$ cat src/rtl/dsp_vadd_arbiter.sv
// Two-requester round-robin front end feeding a two-stage, four-lane 8-bit
// wrap-around vector adder with a single stall enable driven by resp_ready.
module dsp_vadd_arbiter #(
    parameter int W     = 8,
    parameter int LANES = 4
) (
    input  logic               clock,
    input  logic               reset,
    input  logic               req0_valid,
    output logic               req0_ready,
    input  logic [W*LANES-1:0] req0_a,
    input  logic [W*LANES-1:0] req0_b,
    input  logic               req1_valid,
    output logic               req1_ready,
    input  logic [W*LANES-1:0] req1_a,
    input  logic [W*LANES-1:0] req1_b,
    output logic               resp_valid,
    input  logic               resp_ready,
    output logic               resp_id,
    output logic [W*LANES-1:0] resp_y,
    output logic               busy
);

    // Each lane wraps modulo 2^W; carries never cross lane boundaries.
    function automatic logic [W*LANES-1:0] lane_add(input logic [W*LANES-1:0] a,
                                                    input logic [W*LANES-1:0] b);
        logic [W*LANES-1:0] r;
        r = '0;
        for (int i = 0; i < LANES; i++) begin
            r[i*W +: W] = a[i*W +: W] + b[i*W +: W];
        end
        return r;
    endfunction

    logic               en;
    logic               gnt_vld;
    logic               gnt_id;
    logic               prio_q, prio_d;

    logic               vld_p1_q, vld_p1_d;
    logic               id_p1_q, id_p1_d;
    logic [W*LANES-1:0] a_p1_q, a_p1_d;
    logic [W*LANES-1:0] b_p1_q, b_p1_d;

    logic               vld_p2_q, vld_p2_d;
    logic               id_p2_q, id_p2_d;
    logic [W*LANES-1:0] y_p2_q, y_p2_d;

    always_comb begin
        en         = !(vld_p2_q && !resp_ready);
        gnt_vld    = req0_valid || req1_valid;
        gnt_id     = (req0_valid && req1_valid) ? prio_q : req1_valid;
        req0_ready = !reset && en && gnt_vld && !gnt_id;
        req1_ready = !reset && en && gnt_vld && gnt_id;

        prio_d   = prio_q;
        vld_p1_d = vld_p1_q;
        id_p1_d  = id_p1_q;
        a_p1_d   = a_p1_q;
        b_p1_d   = b_p1_q;
        vld_p2_d = vld_p2_q;
        id_p2_d  = id_p2_q;
        y_p2_d   = y_p2_q;

        if (en) begin
            // Stage 0 -> 1: arbitrated operands enter the input register
            vld_p1_d = gnt_vld;
            id_p1_d  = gnt_id;
            a_p1_d   = gnt_id ? req1_a : req0_a;
            b_p1_d   = gnt_id ? req1_b : req0_b;
            if (gnt_vld) begin
                prio_d = !gnt_id;
            end
            // Stage 1 -> 2: bubbles leave the last result fields untouched
            vld_p2_d = vld_p1_q;
            if (vld_p1_q) begin
                id_p2_d = id_p1_q;
                y_p2_d  = lane_add(a_p1_q, b_p1_q);
            end
        end
    end

    always_ff @(posedge clock) begin
        if (reset) begin
            prio_q   <= 1'b0;
            vld_p1_q <= 1'b0;
            vld_p2_q <= 1'b0;
            id_p2_q  <= 1'b0;
            y_p2_q   <= '0;
        end else begin
            prio_q   <= prio_d;
            vld_p1_q <= vld_p1_d;
            vld_p2_q <= vld_p2_d;
            id_p2_q  <= id_p2_d;
            y_p2_q   <= y_p2_d;
        end
    end

    always_ff @(posedge clock) begin
        id_p1_q <= id_p1_d;
        a_p1_q  <= a_p1_d;
        b_p1_q  <= b_p1_d;
    end

    assign resp_valid = vld_p2_q;
    assign resp_id    = id_p2_q;
    assign resp_y     = y_p2_q;
    assign busy       = vld_p1_q || vld_p2_q;

endmodule

$ cat config.mk
export PLATFORM = sky130hd
export DESIGN_NAME = dsp_vadd_arbiter
export DESIGN_NICKNAME = d
export VERILOG_FILES = /design/src/rtl/dsp_vadd_arbiter.sv
export SDC_FILE = /design/constraint.sdc
export NUM_CORES = 1
export LEC_CHECK = 0
export CAP_MARGIN = 20
export CORE_MARGIN = 2
export CORE_UTILIZATION = 51
export DETAILED_ROUTE_END_ITERATION = 10
export PLACE_DENSITY = 0.86
export SYNTH_ARGS = -nofsm -noshare
export SYNTH_HDL_FRONTEND = slang
export SYNTH_SLANG_ARGS = --single-unit
export TNS_END_PERCENT = 100
$ cat constraint.sdc
create_clock -name clock -period 5.7 [get_ports clock]
set_input_delay 1.14 -clock clock [delete_from_list [all_inputs] [get_ports clock]]
set_output_delay 1.14 -clock clock [all_outputs]
set_load 0.005 [all_outputs]
**Word-level counts from Yosys, hierarchy flattened**

Index checks and enable logic that the tools add are counted.
Widths: inputs -> output; s select.

- Bits in latches: 0
- Memory bits (read-only): 0
- Bits in registers: 101
- Bits of input ports: 133
- Logic and storage cells: 30
- Memories kept: 0
- RAM bits: 0

- $lt $le $gt $ge: 0
- $add $sub $neg: 4
- Bitwise logic cells: 1
- Reductions and logical operators: 14
- Divide/modulo/power cells: 0
- Eq/ne operators: 0
- Muxes and demuxes: 3
- Multiply operators: 0
- Shifts and indexed selects: 0

Operators by type and width:

| kind | count |
|---|---|
| $mux 32 | 2 |
| $add 8x8->8 | 4 |
| $logic_and 1x1->1 | 6 |
| $logic_not 1->1 | 4 |
| $reduce_and 2->1 | 2 |
| $logic_or 1x1->1 | 2 |
| $mux 1 | 1 |
| $not 1->1 | 1 |

**Depth between registers and ports, before layout**

- Depth after elaboration: 6
- Mapped depth: 7

**Least setup slack after synthesis**

OpenSTA, ideal clock, no wires.

- Path type: input port to flip-flop
- From: in resp_ready
- To: reg y_p2_q[7] (netlist: resp_y[7])
- Library setup time: 0.125 ns
- Slack: 1.849 ns
- Required time: 5.575 ns
- Data arrival time: 3.727 ns
- Stages on the path: 6
- Path through: nor2b_4 inv_2 clkbuf_1 nand4_1 nor3_1 nor3b_2

- Longest elaborated chain between the ends: 4

Ends and longest elaborated chain:

| element | line | RTL |
|---|---|---|
| start, declared | 18 | `input logic resp_ready,` |
| $logic_not 1->1 | 50 | `en = !(vld_p2_q && !resp_ready);` |
| $logic_and 1x1->1 | 50 |  |
| $not 1->1 (no line) | - |  |
| $reduce_and 2->1 (no line) | - |  |
| end signal, assigned | 95 | `y_p2_q <= y_p2_d;` |
| end, declared | 47 | `logic [W*LANES-1:0] y_p2_q, y_p2_d;` |

Every way passes these cells.
A chain may end at the register's enable or synchronous reset.

**Worst setup path after layout**

- From: in req0_valid
- To: out req0_ready

- Longest elaborated chain between the ends: 4
- Elaborated cells on any way between the ends: 6
- Classes of those cells: 1 x mux; 5 x reduce/logical

Ends and longest elaborated chain:

| element | line | RTL |
|---|---|---|
| start, declared | 9 | `input logic req0_valid,` |
| $logic_and 1x1->1 | 52 | `gnt_id = (req0_valid && req1_valid) ? prio_q : req1_valid;` |
| $mux 1 | 52 |  |
| $logic_not 1->1 | 53 | `req0_ready = !reset && en && gnt_vld && !gnt_id;` |
| $logic_and 1x1->1 (*) | 53 |  |
| end, declared | 10 | `output logic req0_ready,` |

Every way passes the cells marked *; elsewhere a longest branch is shown, timed or not.

==> results.cfg <==
[clock_tree]
cts_buffers = 9
clock_latency_ns = 0.37
ctsHoldBuffers = 0
cts_tree = yes
htreeDepth = 3
clk_pin_slew_ns = 0.09
postCtsSetupBuffers = 0
clockBufferDepth = 2
cts_resized = 0
clockRootBuffer = clkbuf_8
cts_sinks = 101

[yosys]
yosys-top-cells-area = edfxtp_1 (35%), nand2_1 (15%), dfxtp_1 (13%)
synth_ff_type = edfxtp_1
syn_area_per_cell_sq_um = 9.14
synth_area_sq_um = 5520
post-synth-top-count-cell = nand2_1
syn_inst = 604
synthArstFlopShare_pct = 0
synth_cell_types = 49
yosysWarnings = 0
yosysTopAreaCellShare_pct = 35.4
yosys-top-cells-count = nand2_1 (220), edfxtp_1 (65), dfxtp_1 (36)
syn-num-nets = 769
yosysSeqAreaShare_pct = 48.4
synth_edf_count = 65
ys_ff_latch = 101
synth_area_leader_cell = edfxtp_1

[critical_path]
critPathSlowestCell = clkdlybuf4s50_1
endpoint_kind = output pin
worstSetupPathDepth = 6
crit_arrival_ns = 3.07
worstSetupStartpointType = input port
critPathMaxFanout = 37
cp_slowest_stage_delay_ns = 0.54
rr_worst_depth = 7
required_ns = 4.56
critical_path.top_delay_family = buffers and inverters
worst-path-buf-inv = 3
cpMostUsedCell = clkdlybuf4s50_1
cp_cell_sequence = clkdlybuf4s50_1 -> nand2b_1 -> nand2_2 -> inv_2 -> nor4_1 -> clkdlybuf4s50_1
crit_type = in -> out

[run_status]
status = completed

[grt]
grt_pass1_wl_mm = 21.1
antenna_found_initial = 0
grt_overflow = 0
grt_usage_pct = 22.8
first_global_vias = 4776
grt_max_degree = 66

[place]
hpwl_mm = 9.79
pre_cts_slack_ns = 1.48
io_buffers = 169
globalplace.congestion = 0.868

[cells_and_area]
nets = 925
diodes = 0
fin_util_pct = 71.6
area_delta_synth_final_pct = 35.1
drive_gt1_share_pct = 4.71

[floorplan]
die_w_um = 108
dieArea_sq_um = 11700
core_region_area_sq_um = 10400
fp-row-count = 37
io_pins = 170
start_util_pct = 53.0
die_h_um = 108

[sta]
layout_worst_path_cycle_share_pct = 73.8
relSlewSlack_pct = 49.6
fmax_mhz = 238
tns_ns = 0
drv_slew = 0
finalClockSkew_ns = 0.00972
fin_crit_ns = 4.21
layout_setup_ws_ns = 1.49
worst_slew_pin_slew_ns = 0.756
hold_viol = 0
rsz0062_at_grt = false
setup_violations = 0

[detailed_routing]
via_per_inst = 5.45
wl_per_cell_um = 14.7
drtPass1Iterations = 4
totalWireLength_mm = 13.2
drc = 0
drt-initial-drc-count = 182
ant_nets = 0
via_count = 4909

[pwr]
cellLeakagePower_nw = 3.17
vdd_drop_max_v = 0.000117
powerDensity_nw_per_um2 = 250
total_power_mw = 1.86

[run]
cap_violations = 0

[hold_path]
whs_path_depth = 2
hp-class = reg -> reg
flip-flops by register name, summed over array words and instances, names as in the netlist:
| name | cells |
|---|---|
| a_p1_q | 32 |
| b_p1_q | 32 |
| resp_y | 32 |
| id_p1_q | 1 |
| prio_q | 1 |
| resp_id | 1 |
| resp_valid | 1 |
| vld_p1_q | 1 |
worst min-delay path: cells and delay by family, from the launching register on:
kind | cells | cell delay, ns
flops | 1 | 0.32
simple gates | 1 | 0.05
compound gates | 1 | 0.05
area by class of cell:
cell class	instances	area, sq um
Clock buffer	11	131
Clock inverter	5	27.5
Fill cell	824	2960
Inverter	22	83.8
Multi-Input combinational cell	450	2620
Sequential cell	101	2670
Tap cell	136	170
Timing Repair Buffer	176	1750
final timing paths:
check	endpoint	slack, ns	startpoint
min	resp_y[26]$_SDFFE_PP0P_	0.46	resp_y[26]$_SDFFE_PP0P_
min reg2reg	resp_y[26]$_SDFFE_PP0P_	0.46	resp_y[26]$_SDFFE_PP0P_
max	req0_ready	1.49	req0_valid
max reg2reg	resp_y[30]$_SDFFE_PP0P_	2.83	resp_valid$_SDFFE_PP0N_
logic make-up after synthesis:
group                    share of synthesized area, %
AO/OA/AOI/OAI                                    12.5
XOR/XNOR                                         1.43
adder cells (fa/ha/maj)                          7.80
buffers and inverters                            4.08
flip-flops                                       48.4
AND/OR/NAND/NOR                                  25.8
layout by cell type, fill, tap and decap left out, types with 5 or more instances in the layout:
master / count
inv_1: 20
ha_1: 28
dfxtp_1: 36
a21o_1: 6
o21ai_0: 10
buf_4: 6
clkinv_2: 5
nand3_1: 12
xnor2_1: 5
nor3_1: 11
o21a_1: 9
nand4_1: 9
edfxtp_1: 65
nand2_1: 219
o211ai_1: 7
and3_1: 7
nor2_1: 19
a21oi_1: 17
o2111ai_1: 11
clkbuf_8: 9
clkdlybuf4s50_1: 168
metal layers:
layer  track usage [%]  vias to the layer above  part of all wire [%]
met3              5.49                       19                   7.3
met5                 0                        -                     0
met2              42.1                      158                    52
met1              25.5                     2305                    39
li1                  -                     2427                     -
met4              8.33                        0                   1.7
report_power, final:
part | total (mW) | internal, mW | switching (mW)
Combinational | 0.559 | 0.289 | 0.270
Clock | 0.395 | 0.156 | 0.239
Sequential | 0.909 | 0.872 | 0.0371
Total | 1.86 | 1.32 | 0.546
per-stage QoR:
stage / cell area (sq um) / instances / hold slack [ns]
after CTS: 7460 / 901 / 0.459
final: 7460 / 901 / 0.456
after floorplan: 5520 / 604 / 0.446
after detailed placement: 7300 / 885 / 0.445
after global routing: 7460 / 901 / 0.473
after global placement: 7280 / 884 / 0.441
(Power assumes the default switching activity.)
